==> src/rtl/reg_file_bypass.sv <==
// reg_file_bypass
//   Register file for the decode stage: one write port, two combinational
//   read ports, optional write-to-read bypass, optional hardwired-zero R0,
//   and a sequencer that zeroes every register after reset.
//
//   Ports
//     clk       rising-edge clock
//     reset     synchronous, active-high reset
//     RF_WRITE  write enable
//     Rdst      write address
//     RY        write data
//     Rsrc1     read address, port A
//     Rsrc2     read address, port B
//     RA        read data, port A (combinational)
//     RB        read data, port B (combinational)
//     busy      high while the clear sequence runs; writes dropped, reads 0
//
//   State table
//     state | meaning
//     CLEAR | zeroing registers one per edge (or waiting one edge when
//           | CLEAR_ON_RESET=0); busy=1
//     RUN   | normal read/write operation
module reg_file_bypass #(
  parameter int DATA_W         = 32,
  parameter int ADDR_W         = 5,
  parameter int ZERO_R0        = 1,
  parameter int BYPASS         = 1,
  parameter int CLEAR_ON_RESET = 1
) (
  input  logic              clk,
  input  logic              reset,
  input  logic              RF_WRITE,
  input  logic [ADDR_W-1:0] Rdst,
  input  logic [DATA_W-1:0] RY,
  input  logic [ADDR_W-1:0] Rsrc1,
  input  logic [ADDR_W-1:0] Rsrc2,
  output logic [DATA_W-1:0] RA,
  output logic [DATA_W-1:0] RB,
  output logic              busy
);

  localparam int DEPTH = 2**ADDR_W;

  typedef enum logic {
    CLEAR = 1'b0,
    RUN   = 1'b1
  } state_t;

  state_t            state;
  logic [ADDR_W-1:0] clr_idx;
  logic [DATA_W-1:0] mem [DEPTH];

  logic              clr_wr;
  logic              run_wr;
  logic              mem_we;
  logic [ADDR_W-1:0] wr_addr;
  logic [DATA_W-1:0] wr_data;

  // busy is a pure decode of the state register, so it rises in the cycle
  // after any reset edge regardless of the previous state.
  assign busy = (state == CLEAR);

  always_comb begin
    clr_wr  = (CLEAR_ON_RESET != 0) && busy && !reset;
    // Rdst only matters once RF_WRITE qualifies the write; an X enable
    // leaves mem_we unknown and the guarded write below is not taken.
    run_wr  = !busy && !reset && RF_WRITE &&
              !((ZERO_R0 != 0) && (Rdst == '0));
    mem_we  = clr_wr || run_wr;
    wr_addr = clr_wr ? clr_idx : Rdst;
    wr_data = clr_wr ? '0 : RY;
  end

  always_ff @(posedge clk) begin
    if (reset) begin
      state   <= CLEAR;
      clr_idx <= '0;
    end else if (state == CLEAR) begin
      if (CLEAR_ON_RESET == 0) begin
        state <= RUN;
      end else begin
        clr_idx <= clr_idx + ADDR_W'(1);
        if (clr_idx == {ADDR_W{1'b1}}) begin
          state <= RUN;
        end
      end
    end
  end

  // Array kept out of the reset branch: clearing is done by the sequencer.
  always_ff @(posedge clk) begin
    if (mem_we) begin
      mem[wr_addr] <= wr_data;
    end
  end

  function automatic logic [DATA_W-1:0] read_port(input logic [ADDR_W-1:0] addr);
    logic [DATA_W-1:0] val;
    if (busy) begin
      val = '0;
    end else if ((ZERO_R0 != 0) && (addr == '0)) begin
      val = '0;
    end else if ((BYPASS != 0) && RF_WRITE && (Rdst == addr)) begin
      val = RY;
    end else begin
      val = mem[addr];
    end
    return val;
  endfunction

  always_comb begin
    RA = read_port(Rsrc1);
    RB = read_port(Rsrc2);
  end

endmodule

==> config.mk <==
export PLATFORM = sky130hd
export DESIGN_NAME = reg_file_bypass
export DESIGN_NICKNAME = d
export VERILOG_FILES = /design/src/rtl/reg_file_bypass.sv
export SDC_FILE = /design/constraint.sdc
export NUM_CORES = 1
export LEC_CHECK = 0
export BUFFER_PORTS_ARGS = -buffer_cell sky130_fd_sc_hd__buf_2
export CORE_MARGIN = 2
export CORE_UTILIZATION = 28
export CTS_BUF_LIST = sky130_fd_sc_hd__clkbuf_4
export CTS_CLUSTER_DIAMETER = 100
export CTS_CLUSTER_SIZE = 40
export DETAILED_ROUTE_END_ITERATION = 8
export GPL_ROUTABILITY_DRIVEN = 0
export PLACE_DENSITY_LB_ADDON = 0.1
export SLEW_MARGIN = 20
export SYNTH_ARGS = -nofsm -noshare
export SYNTH_HDL_FRONTEND = slang
export SYNTH_SLANG_ARGS = --single-unit
==> constraint.sdc <==
create_clock -name clk -period 3.4 [get_ports clk]
set_input_delay 0.51 -clock clk [delete_from_list [all_inputs] [get_ports clk]]
set_output_delay 0.51 -clock clk [all_outputs]
set_load 0.03 [all_outputs]
==> summary.md <==
| Metric | Value |
|---|---|
| Run status | `complete, but fails checks` |
| Failing checks | `setup timing` |
| Clock sink count | `1,030` |
| Global-route wire length before repair | `270 mm` |
| Area contributors post-synth | `edfxtp_1 (62%), mux4_2 (15%), mux2i_1 (9.5%)` |
| Worst Path Required | `2890 ps` |
| R2R depth | `7` |
| Average size of a mapped cell | `17.3 sq um` |
| Layout cells sized above 1 | `0.370` |
| DRC viols | `0` |
| Vias in the first global route | `31,600` |
| Final Cell Area | `60,100 sq um` |
| Die width | `424 microns` |
| Crit path capture type | `output port` |
| Top-Level Pins | `115` |
| Pre-CTS setup slack | `-66.1 ps` |
| Dpl cell area | `56,200 sq um` |
| Reg2Reg Capture Point | `mem[22][20]` |
| R2R Path Start | `state` |
| Gr ovfl total | `0` |
| First drt pass iteration count | `7` |
| Yosys reg bits | `1,030` |
| Max Slew Vio Count | `0` |
| Yosys warning count | `0` |
| Worst setup SP type | `flip-flop` |
| Crit share post-route | `1.10` |
| Ys flop type | `edfxtp_1` |
| Die H | `424 microns` |
| WHS Path Cells | `6` |
| EDFF count, synth | `1,024` |
| CTS tree | `done` |
| Max Freq | `269 MHz` |
| Routed via count | `30,600` |
| Worst slew pin tran | `798 ps` |
| Core Box Area | `176,000 sq um` |
| Relative slew slack | `0.466` |
| Unrepaired setup endpoints after global routing | `true` |
| Syn Inst Count | `2,860` |
| Total power | `22.6 mW` |
| Synth cell types | `43` |
| Hold Startpoint | `Rdst[4]` |
| Multi-input gate area | `19,500 sq um` |
| Starting Density | `0.281` |
| Min-Delay Path Class | `in -> reg` |
| Post-Syn Nets | `2,912` |
| CP Max Fanout | `2` |
| Fin crit period | `3720 ps` |
| Final WS setup | `-324 ps` |
| Nets | `3,241` |
| Htree depth | `2` |
| Placed cell count | `5,426` |
| Port bufs | `114` |
| Synth area leader | `edfxtp_1` |
| DR vias/cell | `5.50` |
| Num CTS Buffers | `41` |
| Clock root buffer | `clkbuf_4` |
| Clock Skews | `79.6 ps` |
| Synth Cell Area | `49,400 sq um` |
| Sequential share of the synthesized area | `0.625` |
| Post-Route WL | `197 mm` |
| Final std cells w/o fill | `5,576` |
| CP Data Arrival Time | `3210 ps` |
| Ys async rst share | `0` |
| Clock-pin slew of the registers on the worst-case setup and hold paths | `350 ps` |
| Register area | `30,900 sq um` |
| Final Hold Fails | `0` |
| Worst-Skew Late Latency | `1180 ps` |
| Fill cells | `16,600` |
| Kind of critical path | `reg -> out` |
| Pin count of the biggest net entering global routing | `41` |
| Maxcap violations | `0` |
| DRT iter0 DRCs | `3,013` |
| Initial antenna violation count | `7` |
| Total GRT Usage | `0.216` |
| Worst vdd ir | `0.245 mV` |
| Reg2reg setup slack | `760 ps` |
| Clk buf depth | `3` |
| Lkg Pwr | `20.0 nW` |
| Final setup vio count | `43` |
| WL per Instance | `35.3 microns` |
| Yosys top cell area share | `0.623` |
| Row cnt | `154` |
| Die ar. | `180,000 sq um` |
| HPWL Detailed | `128 mm` |
| Final ANT Viol Nets | `0` |
| Pwr Density | `377 nW/um^2` |
| WHS | `355 ps` |
| Worst hold path endpoint | `mem[14][18]` |
| Syn-to-layout area delta | `21.7%` |
[cell type report]
type / count / share of cell area
timing repair buffer: 527 / 0.0996
sequential: 1030 / 0.514
tap: 2340 / 0.0487
clock inverter: 30 / 0.00646
multi-input combinational: 1588 / 0.325
inverter: 1 / 0.000125
clock buffer: 44 / 0.00550
antenna: 16 / 0.000667
[critical path: stages, from the launching register on]
cell,delay [ps]
edfxtp_1,490
mux4_2,460
mux2_4,290
o221ai_2,140
o2111ai_2,180
buf_6,200
o211a_1,130
buf_6,150
[cell usage after synthesis (2+ instances only)]
| cell type | instances |
|---|---|
| o221ai_1 | 73 |
| a211oi_1 | 7 |
| nor2_1 | 47 |
| o2111ai_1 | 21 |
| xnor2_1 | 3 |
| a21oi_1 | 49 |
| nand3_1 | 42 |
| nor3b_1 | 7 |
| or2_2 | 2 |
| o21ai_0 | 81 |
| mux4_2 | 320 |
| a22oi_1 | 48 |
| xor2_1 | 10 |
| o221a_2 | 24 |
| buf_4 | 48 |
| nand2_1 | 83 |
| mux2_2 | 35 |
| o31ai_1 | 9 |
| nand3b_1 | 2 |
| a211o_1 | 16 |
| o211a_1 | 31 |
| nor2b_1 | 75 |
| a31oi_1 | 9 |
| nor3_1 | 2 |
| nor4_1 | 4 |
| and3_1 | 10 |
| buf_2 | 39 |
| dfxtp_1 | 6 |
| o22ai_1 | 90 |
| clkbuf_1 | 121 |
| edfxtp_1 | 1024 |
| o211ai_1 | 6 |
| ha_1 | 2 |
| buf_1 | 12 |
| nand2b_1 | 8 |
| buf_6 | 21 |
| mux2i_1 | 467 |
[registers in the layout, summed over array words and instances, names as in the netlist]
register,cells
clr_idx,5
mem,1024
state,1
[cell families after synthesis]
kind of cell,synth area share
compound gates,0.0679
xor+xnor,0.00231
fa+ha+maj,0.000507
buf+inv,0.0262
flops,0.625
mux,0.249
simple gates,0.0289
[layer usage]
metal	routed length (microns)	GRT usage	vias up
li1	-	-	12600
met4	5060	0.0477	0
met5	0	0	-
met3	9400	0.0221	177
met2	99200	0.378	916
met1	83400	0.288	16900
[worst max path at each step]
stage | from | endpoint | slack [ps] | cells after the start
after global routing | mem[13][8] | RA[8] | -530 | 7
final | mem[10][14] | RB[14] | -320 | 7
after detailed placement | Rsrc2[2] | RB[9] | -70 | 9
after global placement | Rsrc2[2] | RB[9] | -160 | 9
after CTS | mem[8][4] | RA[4] | -500 | 7
after floorplan | reset | mem[24][0] | -70 | 7
[metrics by stage]
stage / TNS, ps / utilization
global placement: -206 / 0.320
CTS: -15270 / 0.338
global route: -15240 / 0.342
detailed placement: -71.6 / 0.320
finish: -6020 / 0.342
floorplan: -62360 / -
[layout by cell type, fill, tap and decap left out, drive strengths merged, types with 2 or more instances in the layout]
cell | Yosys | routed
mux4 | 320 | 320
nor4 | 4 | 4
o221ai | 73 | 73
edfxtp | 1024 | 1024
ha | 2 | 2
nand3 | 43 | 43
a21oi | 49 | 49
inv | 1 | 24
dlygate4sd3 | 0 | 33
and3 | 10 | 10
o31ai | 9 | 9
mux2i | 467 | 467
clkinv | 0 | 4
clkbuf | 121 | 48
buf | 120 | 490
o2111ai | 21 | 21
nand2 | 83 | 83
xnor2 | 3 | 3
or2 | 3 | 3
diode | 0 | 16
clkinvlp | 0 | 2
a211o | 16 | 16
o211ai | 6 | 6
nor2 | 47 | 47
dfxtp | 6 | 6
nor2b | 75 | 75
nor3b | 7 | 7
o22ai | 90 | 90
xor2 | 10 | 10
o211a | 31 | 31
a31oi | 9 | 9
o21ai | 81 | 81
nand2b | 8 | 8
o221a | 24 | 24
a22oi | 48 | 48
a211oi | 7 | 7
mux2 | 35 | 35
nor3 | 2 | 2
nand3b | 2 | 2
[where the power goes]
part / internal [mW] / switching, mW / leakage [nW]
logic: 1.31 / 1.94 / 10.2
clock network: 0.960 / 4.28 / 0.388
registers: 14.1 / 0.0485 / 9.42
[what timing repair did]
action	4_1_cts	5_1_grt
endpoints found under the setup margin	64	64
buffers inserted	26	17
hold buffers	33	0
gates cloned	2	0
hold endpoints to repair	908	0
pin swaps	101	56
resized for setup	381	106
Note: power is estimated with default switching activity, not from simulation.
